### config.mk
export PLATFORM = sky130hd
export DESIGN_NAME = fetch_queue
export DESIGN_NICKNAME = d
export VERILOG_FILES = /design/src/rtl/pipe_pkg.sv /design/src/rtl/fetch_queue.sv
export SDC_FILE = /design/constraint.sdc
export NUM_CORES = 1
export LEC_CHECK = 0
export ABC_AREA = 1
export CAP_MARGIN = 25
export CELL_PAD_IN_SITES_DETAIL_PLACEMENT = 0
export CELL_PAD_IN_SITES_GLOBAL_PLACEMENT = 1
export CORE_ASPECT_RATIO = 0.75
export CORE_MARGIN = 8
export CORE_UTILIZATION = 40
export DETAILED_ROUTE_END_ITERATION = 16
export GPL_ROUTABILITY_DRIVEN = 0
export PLACE_DENSITY_LB_ADDON = 0.1
export SYNTH_ARGS = -nofsm -noshare
export SYNTH_HDL_FRONTEND = slang
export SYNTH_SLANG_ARGS = --single-unit
export TNS_END_PERCENT = 10
### constraint.sdc
create_clock -name clk -period 6.65 [get_ports clk]
set_input_delay 1.995 -clock clk [delete_from_list [all_inputs] [get_ports clk]]
set_output_delay 1.995 -clock clk [all_outputs]
set_load 0.05 [all_outputs]
### src/rtl/pipe_pkg.sv
// ============================================================================
// pipe_pkg: shared pipeline types (fetch entry layout, bubble constant).
// Rev 1.0
// ============================================================================
`default_nettype none

package pipe_pkg;

  localparam int unsigned DATA_WIDTH = 32;

  typedef struct packed {
    logic [DATA_WIDTH-1:0] inst;
    logic [DATA_WIDTH-1:0] pc;
    logic                  predict;
    logic [DATA_WIDTH-1:0] predict_pc;
  } fetch_entry_t;

  localparam fetch_entry_t FETCH_BUBBLE = '0;

endpackage

`default_nettype wire

### src/rtl/fetch_queue.sv
// ============================================================================
// fetch_queue: IF->ID fetch FIFO with flush; FETCH_QUEUE_BYPASS_EN enables an
// empty-queue zero-latency bypass. Rev 1.0
// ============================================================================
`default_nettype none

module fetch_queue
  import pipe_pkg::*;
#(
  parameter int unsigned DEPTH = 4,
  parameter int unsigned XLEN  = DATA_WIDTH
) (
  input  logic                         clk,
  input  logic                         rst_n,
  input  logic                         flush,
  input  logic                         enq_valid,
  output logic                         enq_ready,
  input  logic [XLEN-1:0]              enq_inst,
  input  logic [XLEN-1:0]              enq_pc,
  input  logic [XLEN-1:0]              enq_predict_pc,
  input  logic                         enq_predict,
  output logic                         deq_valid,
  input  logic                         deq_ready,
  output logic [XLEN-1:0]              deq_inst,
  output logic [XLEN-1:0]              deq_pc,
  output logic [XLEN-1:0]              deq_predict_pc,
  output logic                         deq_predict,
  output logic [$clog2(DEPTH+1)-1:0]   count
);

  localparam int unsigned AW = $clog2(DEPTH);
  localparam int unsigned CW = $clog2(DEPTH+1);
  localparam logic [CW-1:0] FULL_CNT = CW'(DEPTH);

  fetch_entry_t  mem_q [DEPTH];
  logic [AW-1:0] wr_ptr_q, wr_ptr_d;
  logic [AW-1:0] rd_ptr_q, rd_ptr_d;
  logic [CW-1:0] count_q, count_d;

  fetch_entry_t  enq_entry;
  fetch_entry_t  head_entry;
  fetch_entry_t  deq_entry;
  logic          empty;
  logic          bypass_take;
  logic          do_enq;
  logic          do_deq;

  always_comb begin
    enq_entry            = FETCH_BUBBLE;
    enq_entry.inst       = enq_inst;
    enq_entry.pc         = enq_pc;
    enq_entry.predict    = enq_predict;
    enq_entry.predict_pc = enq_predict_pc;
  end

  assign empty      = (count_q == '0);
  assign enq_ready  = (count_q != FULL_CNT);
  assign head_entry = mem_q[rd_ptr_q];

`ifdef FETCH_QUEUE_BYPASS_EN
  // Empty queue forwards the incoming entry straight to ID; flush kills it.
  assign deq_valid   = ~flush & (empty ? enq_valid : 1'b1);
  assign bypass_take = empty & enq_valid & deq_ready & ~flush;
  assign deq_entry   = !deq_valid ? FETCH_BUBBLE :
                       (empty ? enq_entry : head_entry);
`else
  assign deq_valid   = ~empty;
  assign bypass_take = 1'b0;
  assign deq_entry   = deq_valid ? head_entry : FETCH_BUBBLE;
`endif

  assign do_enq = enq_valid & enq_ready & ~flush & ~bypass_take;
  assign do_deq = deq_valid & deq_ready & ~empty & ~flush;

  always_comb begin
    wr_ptr_d = wr_ptr_q;
    rd_ptr_d = rd_ptr_q;
    count_d  = count_q;
    if (flush) begin
      wr_ptr_d = '0;
      rd_ptr_d = '0;
      count_d  = '0;
    end else begin
      if (do_enq) wr_ptr_d = wr_ptr_q + 1'b1;
      if (do_deq) rd_ptr_d = rd_ptr_q + 1'b1;
      case ({do_enq, do_deq})
        2'b10:   count_d = count_q + 1'b1;
        2'b01:   count_d = count_q - 1'b1;
        default: count_d = count_q;
      endcase
    end
  end

  always_ff @(posedge clk) begin
    if (!rst_n) begin
      wr_ptr_q <= '0;
      rd_ptr_q <= '0;
      count_q  <= '0;
    end else begin
      wr_ptr_q <= wr_ptr_d;
      rd_ptr_q <= rd_ptr_d;
      count_q  <= count_d;
    end
  end

  // Storage is not reset; only slots covered by count are ever observed.
  always_ff @(posedge clk) begin
    if (do_enq) mem_q[wr_ptr_q] <= enq_entry;
  end

  assign deq_inst       = deq_entry.inst;
  assign deq_pc         = deq_entry.pc;
  assign deq_predict    = deq_entry.predict;
  assign deq_predict_pc = deq_entry.predict_pc;
  assign count          = count_q;

endmodule

`default_nettype wire

==> flow_metrics.tcl, run 1 <==
set metrics [dict create \
    nNetsFinal 1516 \
    holdPathStages 2 \
    wl_mm 38.2 \
    hold_buffers 0 \
    ant_nets 0 \
    synth_warnings 0 \
    via_per_inst 4.97 \
    clk_latency_ps 540 \
    grt_usage_pct 16.6 \
    rsz0062_at_grt "no" \
    fin_area_mm2 0.0192 \
    clkTransAtPathRegs_ps 60 \
    ys_seq_elements 397 \
    synth_most_common_cell "nor2_1" \
    htree_levels 2 \
    synth_area_leaders "edfxtp_1 75%, nor2_1 9.7%, o21ai_0 5.9%" \
    synth_edf_count 388 \
    crit_type "reg2out" \
    io_pins 204 \
    cts_tree "yes" \
    clockBufferDepth 3 \
    seq_area_frac_synth_pct 76.1 \
    avgRoutedWirePerCell_um 19.7 \
    p_leak_nw 6.36 \
    drt_first_iter_violations 592 \
    numCtsBuffers 40 \
    min_period_over_period_pct 86.9 \
    setup_viol 0 \
    hold_ws_ps 492 \
    cts.sinks 397 \
    max-slew-margin-rel_pct 40.8 \
    ff2ff_setup_slack_ps 4250 \
    crit_arrival_ps 3790 \
    max-cap-violations 0 \
    grt_max_degree 111 \
    core_mm2 0.0383 \
    antenna_found_initial 1 \
    synth.distinct_cells 19 \
    ys_top_cells_by_count "401 x nor2_1, 388 x edfxtp_1, 184 x o21ai_0, 102 x a21oi_1, 19 x inv_1" \
    area_growth_syn_to_layout_pct 23.3 \
    design.die.area_mm2 0.0455 \
    yosys.area.top_type_share_pct 74.9 \
    dr.pass1.iters 5 \
    p_total_mw 5.17 \
    fp.dieW_um 244 \
    yosysTopAreaCell "edfxtp_1" \
    dp_hpwl_mm 21.5 \
    finClkSkew_ps 9.54 \
    ir_drop_v 0.000159 \
    r2r_end "mem_q[0][64]" \
    start_util_pct 40.6 \
    powerDensity_mw_per_mm2 270 \
    syn-num-nets 1327 \
    grt_pass1_vias 9862 \
    async_flop_share_pct 0 \
    grt-ovfl-total 0 \
    reg2reg_depth 5 \
    final_cell_count_no_fill 1944 \
    hp-start "rd_ptr_q[1]" \
    regArea_mm2 0.0118 \
    dpl_cell_area_mm2 0.0180 \
    timing_hold_violations_final 0 \
    dp_cells 1877 \
    synth_cells 1219 \
    worst_pin_slew_ps 888 \
    max_freq_ghz 0.173 \
    post_cts_buffers 0 \
    die_y_um 187 \
    report.final.slew_viol_count 0 \
    grt_pass1_wl_mm 59.6 \
    syn_area_mm2 0.0156 \
    required_ps 4660 \
    synth_flop_cell "edfxtp_1" \
    worstHoldPathType "reg2reg" \
    fillCellCount 3386 \
    drc_errors 0 \
    start_kind "flip-flop" \
    rows 62 \
    r2r_start "count[1]" \
    status "finished clean" \
    timing.final.crit_period_ps 5780 \
    setup.worst_path.end_class "output port" \
    drive_gt1_share_pct 5.17 \
    crit_fanout 66 \
    dr_total_vias 9653 \
    cts_resized 0 \
    multi_input_area_mm2 0.00319 \
    syn_avg_cell_area_um2 12.8 \
    root_buffer "clkbuf_16" \
    port_buffers 203 \
    final_util_pct 50.0 \
]
## per-layer routing
metal	vias to the layer above	share of wire (%)	global-route usage, %
met4	0	1.8	4.32
li1	4688	-	-
met2	197	48	27.9
met5	-	0	0
met3	59	4.3	3.15
met1	4709	46	22.0
## layout make-up
class	count	share of cell area [%]
multi-input combinational	726	16.7
clock inverter	16	0.392
inverter	22	0.463
timing repair buffer	221	11.9
tap	512	3.34
sequential	397	61.8
antenna	1	0.0131
clock buffer	49	5.51
## placed cells by master, fill, tap and decap left out, types with 7 or more instances in the layout
cell             instances
dfxtp_1                  7
nand2_1                 17
o21ai_1                 11
clkbuf_16               41
buf_12                   7
inv_1                   19
clkbuf_1                 8
buf_4                   10
edfxtp_1               388
a21oi_1                102
nor2_1                 397
o21ai_0                184
clkdlybuf4s50_1        203
clkinv_1                10
## report_power, final
part	switching, mW	leakage, nW	internal (mW)
sequential	0.00981	3.60	2.78
clock	0.887	0.555	1.12
combinational	0.240	2.21	0.130
total	1.14	6.36	4.03
## kinds of logic (layout without fill, tap and decap cells)
kind of cell    after synthesis  after routing  share of synthesized area [%]
other cells                   0              1                              0
compound gates              297            297                           9.56
flops                       397            397                           76.1
fa+ha+maj                     6              6                          0.531
simple gates                423            423                           10.2
buf+inv                      96            308                           3.59
## critical path, cell delays in order (launching register included)
cell and delay [ps]:
dfxtp_4 930, buf_4 690, nor2_1 110, nor2_1 100, o21ai_0 80, a21oi_1 350, clkdlybuf4s50_1 890
## worst max-delay path by stage
stage | from | endpoint | slack, ps | cells past startpoint
global route | flip-flop | deq_pc[9] | 630 | 6
floorplan | enq_valid | mem_q[0][0] | -320 | 4
finish | flip-flop | deq_predict_pc[25] | 870 | 6
detailed placement | flip-flop | deq_predict_pc[25] | 1450 | 6
global placement | flip-flop | deq_predict_pc[3] | 1450 | 6
CTS | flip-flop | deq_predict_pc[25] | 860 | 6
## per-stage QoR
stage | TNS [ps] | worst slack, ps
floorplan | -123120 | -317
global placement | 0 | 1450
detailed placement | 0 | 1450
CTS | 0 | 858
global route | 0 | 631
finish | 0 | 869
## sequential cells by signal (all words and copies together), names as in the netlist, named ones only
name      flops
mem_q       388
count         3
rd_ptr_q      2
wr_ptr_q      2
Note: power is estimated with default switching activity, not from simulation.
==> inputs of run 2 (changes only) <==
--- a/config.mk
+++ b/config.mk
@@ -15,6 +15,7 @@
 export DETAILED_ROUTE_END_ITERATION = 16
 export GPL_ROUTABILITY_DRIVEN = 0
 export PLACE_DENSITY_LB_ADDON = 0.1
+export RECOVER_POWER = 25
 export SYNTH_ARGS = -nofsm -noshare
 export SYNTH_HDL_FRONTEND = slang
 export SYNTH_SLANG_ARGS = --single-unit
==> run 2 against run 1 <==
- clock power hardly changed
- via count grew 0.18%
- combinational power down 2%
- worst setup slack lost 1.5 ps
==> flow_metrics.tcl, run 2 (synthesized netlist as in run 1, its figures left out) <==
set metrics [dict create \
    status "finished clean" \
    dr.pass1.iters 5 \
    max-cap-violations 0 \
    timing_hold_violations_final 0 \
    start_kind "flip-flop" \
    grt_usage_pct 16.6 \
    dp_cells 1877 \
    avgRoutedWirePerCell_um 19.7 \
    layout_common_cells "397 x nor2_1, 388 x edfxtp_1, 184 x o21ai_0, 144 x clkdlybuf4s50_1, 102 x a21oi_1" \
    drc_errors 0 \
    switching_share_pct 22.0 \
    antenna_found_initial 4 \
    core_mm2 0.0383 \
    clkTransAtPathRegs_ps 60 \
    start_util_pct 40.6 \
    port_buffers 203 \
    dp_hpwl_mm 21.5 \
    cpMaxStageDelayCell "dfxtp_4" \
    grt_pass1_vias 9862 \
    dr_total_vias 9670 \
    fillCellCount 3385 \
    internal-power_mw 4.03 \
    numCtsBuffers 40 \
    powerDensity_mw_per_mm2 269 \
    ir_drop_v 0.000159 \
    p_leak_nw 6.38 \
    pwr-share-seq_pct 54.1 \
    setup_viol 0 \
    nNetsFinal 1516 \
    max_freq_ghz 0.173 \
    area_growth_syn_to_layout_pct 23.3 \
    root_buffer "clkbuf_16" \
    grt_max_degree 111 \
    worstHoldPathType "reg2reg" \
    power.switching_mw 1.14 \
    min_period_over_period_pct 87.0 \
    crit_type "reg2out" \
    comb_power_share_pct 7.0 \
    max-slew-margin-rel_pct 41.5 \
    die_y_um 187 \
    via_per_inst 4.97 \
    rsz0062_at_grt "no" \
    cts.sinks 397 \
    post_cts_buffers 0 \
    clockPowerShare_pct 38.9 \
    wl_mm 38.3 \
    required_ps 4660 \
    worst_pin_slew_ps 877 \
    setup.worst_path.end_class "output port" \
    regMostFlops "mem_q" \
    timing.final.crit_period_ps 5780 \
    rows 62 \
    crit_arrival_ps 3790 \
    design.die.area_mm2 0.0455 \
    largest_reg_flops 388 \
    hold_buffers 0 \
    hold_ws_ps 491 \
    finClkSkew_ps 10.3 \
    clockBufferDepth 3 \
    cts_resized 0 \
    grt_pass1_wl_mm 59.6 \
    crit_top_cell "nor2_1" \
    crit_fanout 67 \
    report.final.slew_viol_count 0 \
    cts_tree "yes" \
    fp.dieW_um 244 \
    final_common_cell "nor2_1" \
    drt_first_iter_violations 606 \
    reg2reg_depth 5 \
    critical_path.cell_chain "buf_4 -> nor2_1 -> nor2_1 -> o21ai_0 -> a21oi_1 -> clkdlybuf4s50_1" \
    ant_nets 0 \
    io_pins 204 \
    drive_gt1_share_pct 5.17 \
    htree_levels 2 \
    holdPathStages 2 \
    grt-ovfl-total 0 \
    slowest_delay_ps 920 \
    final_cell_count_no_fill 1945 \
    clk_latency_ps 540 \
]
run 2: power by group through the flow:
| stage | clock network, mW | logic [mW] | registers (mW) |
|---|---|---|---|
| CTS | 2.06 | 0.378 | 2.79 |
| global placement | 0 | 0.375 | 2.85 |
| detailed placement | 0 | 0.377 | 2.85 |
| finish | 2.01 | 0.364 | 2.79 |
| floorplan | 0 | 0.189 | 2.85 |
| global route | 2.16 | 0.392 | 2.79 |
run 2: routing by layer:
| layer | track usage [%] | vias to the layer above | share of wire (%) |
|---|---|---|---|
| met5 | 0 | - | 0 |
| met4 | 4.32 | 0 | 1.8 |
| met3 | 3.15 | 56 | 4.3 |
| met2 | 27.9 | 207 | 48 |
| met1 | 22.0 | 4718 | 46 |
| li1 | - | 4689 | - |
run 2: worst max-delay path: cells and delay by family (launching register included):
| kind | cells | cell delay, ps |
|---|---|---|
| AO/OA/AOI/OAI | 2 | 430 |
| AND/OR/NAND/NOR | 2 | 220 |
| buffers and inverters | 2 | 1630 |
| flip-flops | 1 | 920 |
run 2: final cells by class:
type,instances,area (um2),share of cell area (%)
sequential,397,11800,61.8
timing repair buffer,221,2270,11.9
tap,512,641,3.34
multi-input combinational,726,3190,16.7
inverter,22,88.8,0.463
clock buffer,49,1060,5.51
antenna,2,5.00,0.0261
clock inverter,16,75.1,0.392
run 2: worst paths after layout:
kind	from	endpoint	slack, ps
setup reg to reg	count[1]	mem_q[0][64]	4240
hold / removal	rd_ptr_q[1]	flip-flop	490
setup / recovery	flip-flop	deq_inst[8]	870
hold reg to reg	rd_ptr_q[1]	flip-flop	490
run 2: through the flow:
step	util, %	total power, mW	area (um2)	setup WS [ps]	TNS, ps
2_1_floorplan	-	3.04	15600	-317	-123120
3_3_place_gp	47.0	3.22	18000	1450	0
3_5_place_dp	47.0	3.22	18000	1450	0
4_1_cts	49.9	5.23	19100	858	0
5_1_grt	50.0	5.34	19200	631	0
6_report	50.0	5.16	19200	868	0
